`src/rtl/objects_pkg.sv`:
```
// Shared types for the object bitmap stages: edge codes, coordinates and
// the collision detector state encoding.
package objects_pkg;

   typedef logic [3:0]  edge_code_t;
   typedef logic [10:0] coord_t;

   localparam int unsigned EDGE_LEFT   = 3;
   localparam int unsigned EDGE_TOP    = 2;
   localparam int unsigned EDGE_RIGHT  = 1;
   localparam int unsigned EDGE_BOTTOM = 0;

   typedef enum logic {
      ST_ACCUM = 1'b0,
      ST_FLUSH = 1'b1
   } coll_state_t;

endpackage

```
`src/rtl/frame_hit_accumulator.sv`:
```
// Per-frame collision evidence: saturating overlap count, OR of edge codes
// and the coordinate of the first overlap pixel.
import objects_pkg::*;

module frame_hit_accumulator #(
   parameter int unsigned COUNT_W = 12
) (
   input  logic               clk,
   input  logic               resetN,
   input  logic               clear,
   input  logic               hit,
   input  edge_code_t         hitEdgeCode,
   input  coord_t             hitX,
   input  coord_t             hitY,
   output edge_code_t         accEdge,
   output logic [COUNT_W-1:0] accCount,
   output coord_t             accFirstX,
   output coord_t             accFirstY
);

   logic accSeen;

   // Clear wins, but a hit in the clear cycle seeds the fresh frame.
   always_ff @(posedge clk or negedge resetN) begin
      if (!resetN) begin
         accEdge   <= '0;
         accCount  <= '0;
         accFirstX <= '0;
         accFirstY <= '0;
         accSeen   <= 1'b0;
      end else if (clear) begin
         accEdge   <= hit ? hitEdgeCode : '0;
         accCount  <= hit ? COUNT_W'(1) : '0;
         accFirstX <= hit ? hitX : '0;
         accFirstY <= hit ? hitY : '0;
         accSeen   <= hit;
      end else if (hit) begin
         accEdge <= accEdge | hitEdgeCode;
         if (accCount != '1) begin
            accCount <= accCount + COUNT_W'(1);
         end
         if (!accSeen) begin
            accFirstX <= hitX;
            accFirstY <= hitY;
            accSeen   <= 1'b1;
         end
      end
   end

endmodule

```
`src/rtl/stone_collision_frame_detector.sv`:
```
// Collects stone/player overlap evidence over a frame and publishes one
// report per frame at the next startOfFrame, with a valid/ack handshake.
import objects_pkg::*;

module stone_collision_frame_detector #(
   parameter int unsigned COUNT_W        = 12,
   parameter int unsigned MIN_HIT_PIXELS = 4
) (
   input  logic               clk,
   input  logic               resetN,
   input  logic               startOfFrame,
   input  logic [10:0]        pixelX,
   input  logic [10:0]        pixelY,
   input  logic               stoneDrawingRequest,
   input  logic [3:0]         stoneHitEdgeCode,
   input  logic               playerDrawingRequest,
   input  logic               collisionAck,
   output logic               collisionValid,
   output logic [3:0]         collisionEdgeCode,
   output logic [COUNT_W-1:0] collisionCount,
   output logic [10:0]        firstHitX,
   output logic [10:0]        firstHitY,
   output logic               reportOverrun
);

   coord_t             pixXd, pixYd;
   logic               overlap;
   edge_code_t         accEdge;
   logic [COUNT_W-1:0] accCount;
   coord_t             accFirstX, accFirstY;
   coll_state_t        state_q, state_d;
   logic               valid_d, overrun_d, load_report;

   assign overlap = stoneDrawingRequest & playerDrawingRequest;

   // Delay scan coordinates to line up with the registered bitmap requests.
   always_ff @(posedge clk or negedge resetN) begin
      if (!resetN) begin
         pixXd <= '0;
         pixYd <= '0;
      end else begin
         pixXd <= pixelX;
         pixYd <= pixelY;
      end
   end

   frame_hit_accumulator #(
      .COUNT_W (COUNT_W)
   ) u_acc (
      .clk         (clk),
      .resetN      (resetN),
      .clear       (startOfFrame),
      .hit         (overlap),
      .hitEdgeCode (stoneHitEdgeCode),
      .hitX        (pixXd),
      .hitY        (pixYd),
      .accEdge     (accEdge),
      .accCount    (accCount),
      .accFirstX   (accFirstX),
      .accFirstY   (accFirstY)
   );

   // State register.
   always_ff @(posedge clk or negedge resetN) begin
      if (!resetN) state_q <= ST_ACCUM;
      else         state_q <= state_d;
   end

   // Next state and handshake. The flush work is done on the edge that
   // enters FLUSH so the report lands one cycle after startOfFrame; FLUSH
   // is then the first accumulating cycle of the new frame.
   always_comb begin
      state_d     = state_q;
      valid_d     = collisionValid;
      overrun_d   = reportOverrun;
      load_report = 1'b0;
      case (state_q)
         ST_ACCUM: if (startOfFrame) state_d = ST_FLUSH;
         ST_FLUSH: state_d = startOfFrame ? ST_FLUSH : ST_ACCUM;
         default:  state_d = ST_ACCUM;
      endcase
      if (collisionValid && collisionAck) valid_d = 1'b0;
      if (startOfFrame && (accCount >= COUNT_W'(MIN_HIT_PIXELS))) begin
         load_report = 1'b1;
         valid_d     = 1'b1;
         if (collisionValid && !collisionAck) overrun_d = 1'b1;
      end
   end

   // Report registers, held stable until the next qualifying flush.
   always_ff @(posedge clk or negedge resetN) begin
      if (!resetN) begin
         collisionValid    <= 1'b0;
         reportOverrun     <= 1'b0;
         collisionEdgeCode <= '0;
         collisionCount    <= '0;
         firstHitX         <= '0;
         firstHitY         <= '0;
      end else begin
         collisionValid <= valid_d;
         reportOverrun  <= overrun_d;
         if (load_report) begin
            collisionEdgeCode <= accEdge;
            collisionCount    <= accCount;
            firstHitX         <= accFirstX;
            firstHitY         <= accFirstY;
         end
      end
   end

endmodule

```
`config.mk`:
```
export PLATFORM = sky130hd
export DESIGN_NAME = stone_collision_frame_detector
export DESIGN_NICKNAME = d
export VERILOG_FILES = /design/src/rtl/objects_pkg.sv /design/src/rtl/frame_hit_accumulator.sv /design/src/rtl/stone_collision_frame_detector.sv
export SDC_FILE = /design/constraint.sdc
export NUM_CORES = 1
export LEC_CHECK = 0
export CORE_MARGIN = 4
export CORE_UTILIZATION = 40
export DETAILED_ROUTE_END_ITERATION = 12
export REMOVE_ABC_BUFFERS = 1
export SYNTH_ARGS = -nofsm -noshare
export SYNTH_HDL_FRONTEND = slang
export SYNTH_SLANG_ARGS = --single-unit
```
`constraint.sdc`:
```
create_clock -name clk -period 2.6 [get_ports clk]
set_clock_uncertainty 0.1 [all_clocks]
set_input_delay 0.65 -clock clk [delete_from_list [all_inputs] [get_ports clk]]
set_output_delay 0.65 -clock clk [all_outputs]
set_load 0.01 [all_outputs]
```
==> impl_metrics.py <==
metrics = {
    "global_routing": {
        "antenna_found_initial": 0,
        "gr-usage-all-layers_pct": 13.8,
        "grt_pass1_vias": 2278,
        "grt_max_degree": 49,
        "grt_pass1_wl_um": 12200,
        "grt.overflow.total": 0,
    },
    "routing": {
        "num_vias": 2287,
        "ant_nets": 0,
        "wire_per_inst_um": 15.7,
        "drt-total-wl_um": 7320,
        "dr.pass1.iters": 4,
        "drtIter0Drc": 94,
        "viasPerCell": 4.92,
        "drc": 0,
    },
    "logic_synthesis": {
        "yosys.area.top_type": "dfrtp_1",
        "synth_area_per_cell_um2": 15.5,
        "yosys_warnings": 0,
        "yosysTopAreaCellShare_pct": 65.1,
        "ys_top_cells_by_area": "dfrtp_1, mux2_4, a22o_1",
        "ys_seq_area_share_pct": 65.1,
        "synth_ff_type": "dfrtp_1",
        "ys_types": 37,
        "synth_seq_cells": 101,
        "synthCells": 250,
        "ys_async_sr_fraction_pct": 100,
        "synth_area_mm2": 0.00388,
        "synth_edf_count": 0,
    },
    "worst_setup_path": {
        "critPathRequiredTime_ps": 2800,
        "startpoint": "stoneDrawingRequest",
        "crit_fanout": 22,
        "arrival_ps": 2320,
        "crit_type": "input pin to flop",
        "reg2reg_from": "u_acc.accCount[4]$_DFFE_PN0P_",
        "end_kind": "flop",
        "start_kind": "input pin",
    },
    "worst_hold_path": {
        "min_path_type": "flop to flop",
        "min_from": "pixXd[1]$_DFF_PN0_",
    },
    "placement": {
        "place_congestion": 0.865,
        "dp.cells": 448,
        "numPortBuffers": 71,
        "post-dp-hpwl_um": 4910,
        "pre_cts_slack_ps": 98.4,
    },
    "sta": {
        "slew_violations": 0,
        "hold_viol": 0,
        "postLayoutSetupSlackWorst_ps": 482,
        "tightest_slew_ps": 977,
        "finalCritPeriodShare_pct": 81.5,
        "rsz0062_at_grt": "false",
        "setup_viol": 0,
        "timing.fmax_ghz": 0.472,
        "period_needed_ps": 2120,
        "maxSlewHeadroom_pct": 34.8,
        "tns_ps": 0,
    },
    "die": {
        "io-pin-count": 72,
        "rows": 35,
        "die_x_um": 107,
        "die_area_mm2": 0.0114,
        "core_mm2": 0.00933,
        "fp.dieH_um": 107,
        "start_util_pct": 41.6,
    },
    "cts": {
        "clock-sinks": 101,
        "cts-root-buf": "clkbuf_8",
        "ctsHtreeMaxLevel": 3,
        "cts_buffers": 9,
        "clk_pin_slew_ps": 100,
        "clkLatencyLatePin_ps": 370,
        "cts_setup_buffers": 0,
        "cts_tree": "built",
        "post_cts_resized": 0,
        "cts_buffer_depth": 2,
    },
    "cells_and_area": {
        "fin_cells": 465,
        "utilization_pct": 53.5,
        "num_antenna_cells": 0,
        "fillers": 817,
        "layout-drive-gt1-share_pct": 21.7,
        "final_nets": 365,
        "syn2layout_area_growth_pct": 28.4,
    },
    "job": {
        "drv_cap": 0,
    },
    "pwr": {
        "ir_drop_mv": 0.231,
        "power_density_mw_per_mm2": 584,
        "leakage_nw": 2.24,
        "power_mw": 2.91,
    },
    "outcome": {
        "outcome": "completed",
    },
}
## state kept, by name, indices dropped and copies added, names as in the netlist
signal	cells
collisionEdgeCode	4
u_acc.accFirstX	11
reportOverrun	1
u_acc.accCount	12
firstHitY	11
u_acc.accSeen	1
firstHitX	11
collisionCount	12
pixYd	11
u_acc.accFirstY	11
collisionValid	1
pixXd	11
u_acc.accEdge	4
## layout make-up
cell class                      instances  area [um^2]  share of cell area (%)
Sequential cell                       101         2530                    50.7
Timing Repair Buffer                   82          818                    16.4
Clock inverter                          6         51.3                    1.03
Inverter                                5         18.8                   0.376
Tap cell                              129          161                    3.24
Clock buffer                           10          138                    2.76
Multi-Input combinational cell        132         1270                    25.5
## path summary, 6_finish.rpt
path                                                  end  slack, ps  cells past startpoint
max                        u_acc.accFirstY[9]$_DFFE_PN0P_        480                      5
min                        u_acc.accFirstX[1]$_DFFE_PN0P_        360                      1
max reg2reg                 collisionCount[9]$_DFFE_PN0P_        650                      4
min reg2reg                u_acc.accFirstX[1]$_DFFE_PN0P_        360                      1
max in group asynchronous        firstHitX[1]$_DFFE_PN0P_       1260                      3
min in group asynchronous   u_acc.accCount[0]$_DFFE_PN0P_        540                      2
## where the power goes
| group | total (mW) | switching [mW] | leakage, nW | internal [mW] |
|---|---|---|---|---|
| registers | 1.69 | 0.0434 | 1.33 | 1.65 |
| clock network | 0.950 | 0.558 | 0.0996 | 0.392 |
| logic | 0.272 | 0.108 | 0.806 | 0.164 |
| total | 2.91 | 0.710 | 2.24 | 2.20 |
## metrics by stage
stage          hold WS [ps]  cell area, um^2
2_1_floorplan           254             3800
6_report                364             4990
3_3_place_gp            346             4790
5_1_grt                 383             4990
4_1_cts                 365             4990
3_5_place_dp            351             4790
## synth_stat cells, types with 2 or more instances
cell type,count
and4_1,2
o31ai_1,3
a21o_1,2
nor3_1,3
clkbuf_1,4
a22o_1,26
buf_6,4
dfrtp_1,101
o2bb2ai_1,2
nand2_1,4
o21ai_1,6
nand3_1,5
nand4_1,5
nor4_2,2
or4_1,2
nor2b_1,3
ha_1,2
a21oi_1,4
mux2_4,38
xor2_1,3
inv_1,5
mux2_1,2
buf_2,4
nor2_1,5
## kinds of logic after synthesis
| logic type | synth area share (%) |
|---|---|
| buf+inv | 2.54 |
| compound gates | 9.63 |
| mux | 15.3 |
| fa+ha+maj | 0.644 |
| xor+xnor | 0.676 |
| simple gates | 6.18 |
| flops | 65.1 |
## critical path: stages
cell and delay, ps:
clkdlybuf4s50_1 420, nand2_1 170, nor2_1 70, nor2_2 740
a22o_1 260
## routing by layer
| layer | up-vias | GRT usage, % | share of wire, % |
|---|---|---|---|
| met5 | - | 0 | 0 |
| met4 | 0 | 6.03 | 1.9 |
| met3 | 13 | 3.40 | 6.1 |
| met1 | 1135 | 20.6 | 48 |
| met2 | 67 | 18.9 | 44 |
| li1 | 1072 | - | - |
## layout by cell type (no fill, tap or decap), drive strengths merged, types with 5 or more instances in the layout
master         synthesis  layout
a22o                  26      26
buf                    8      11
clkbuf                 4      10
clkdlybuf4s50          0      70
dfrtp                101     101
inv                    5       9
mux2                  40      40
nand3                  6       6
nand4                  5       5
nor2                   5       5
o21ai                  7       7
## timing repair
action,4_1_cts,5_1_grt
hold buffers,1,0
endpoints found under the hold margin,7,0
setup endpoints to repair,0,0
(Power assumes the default switching activity.)
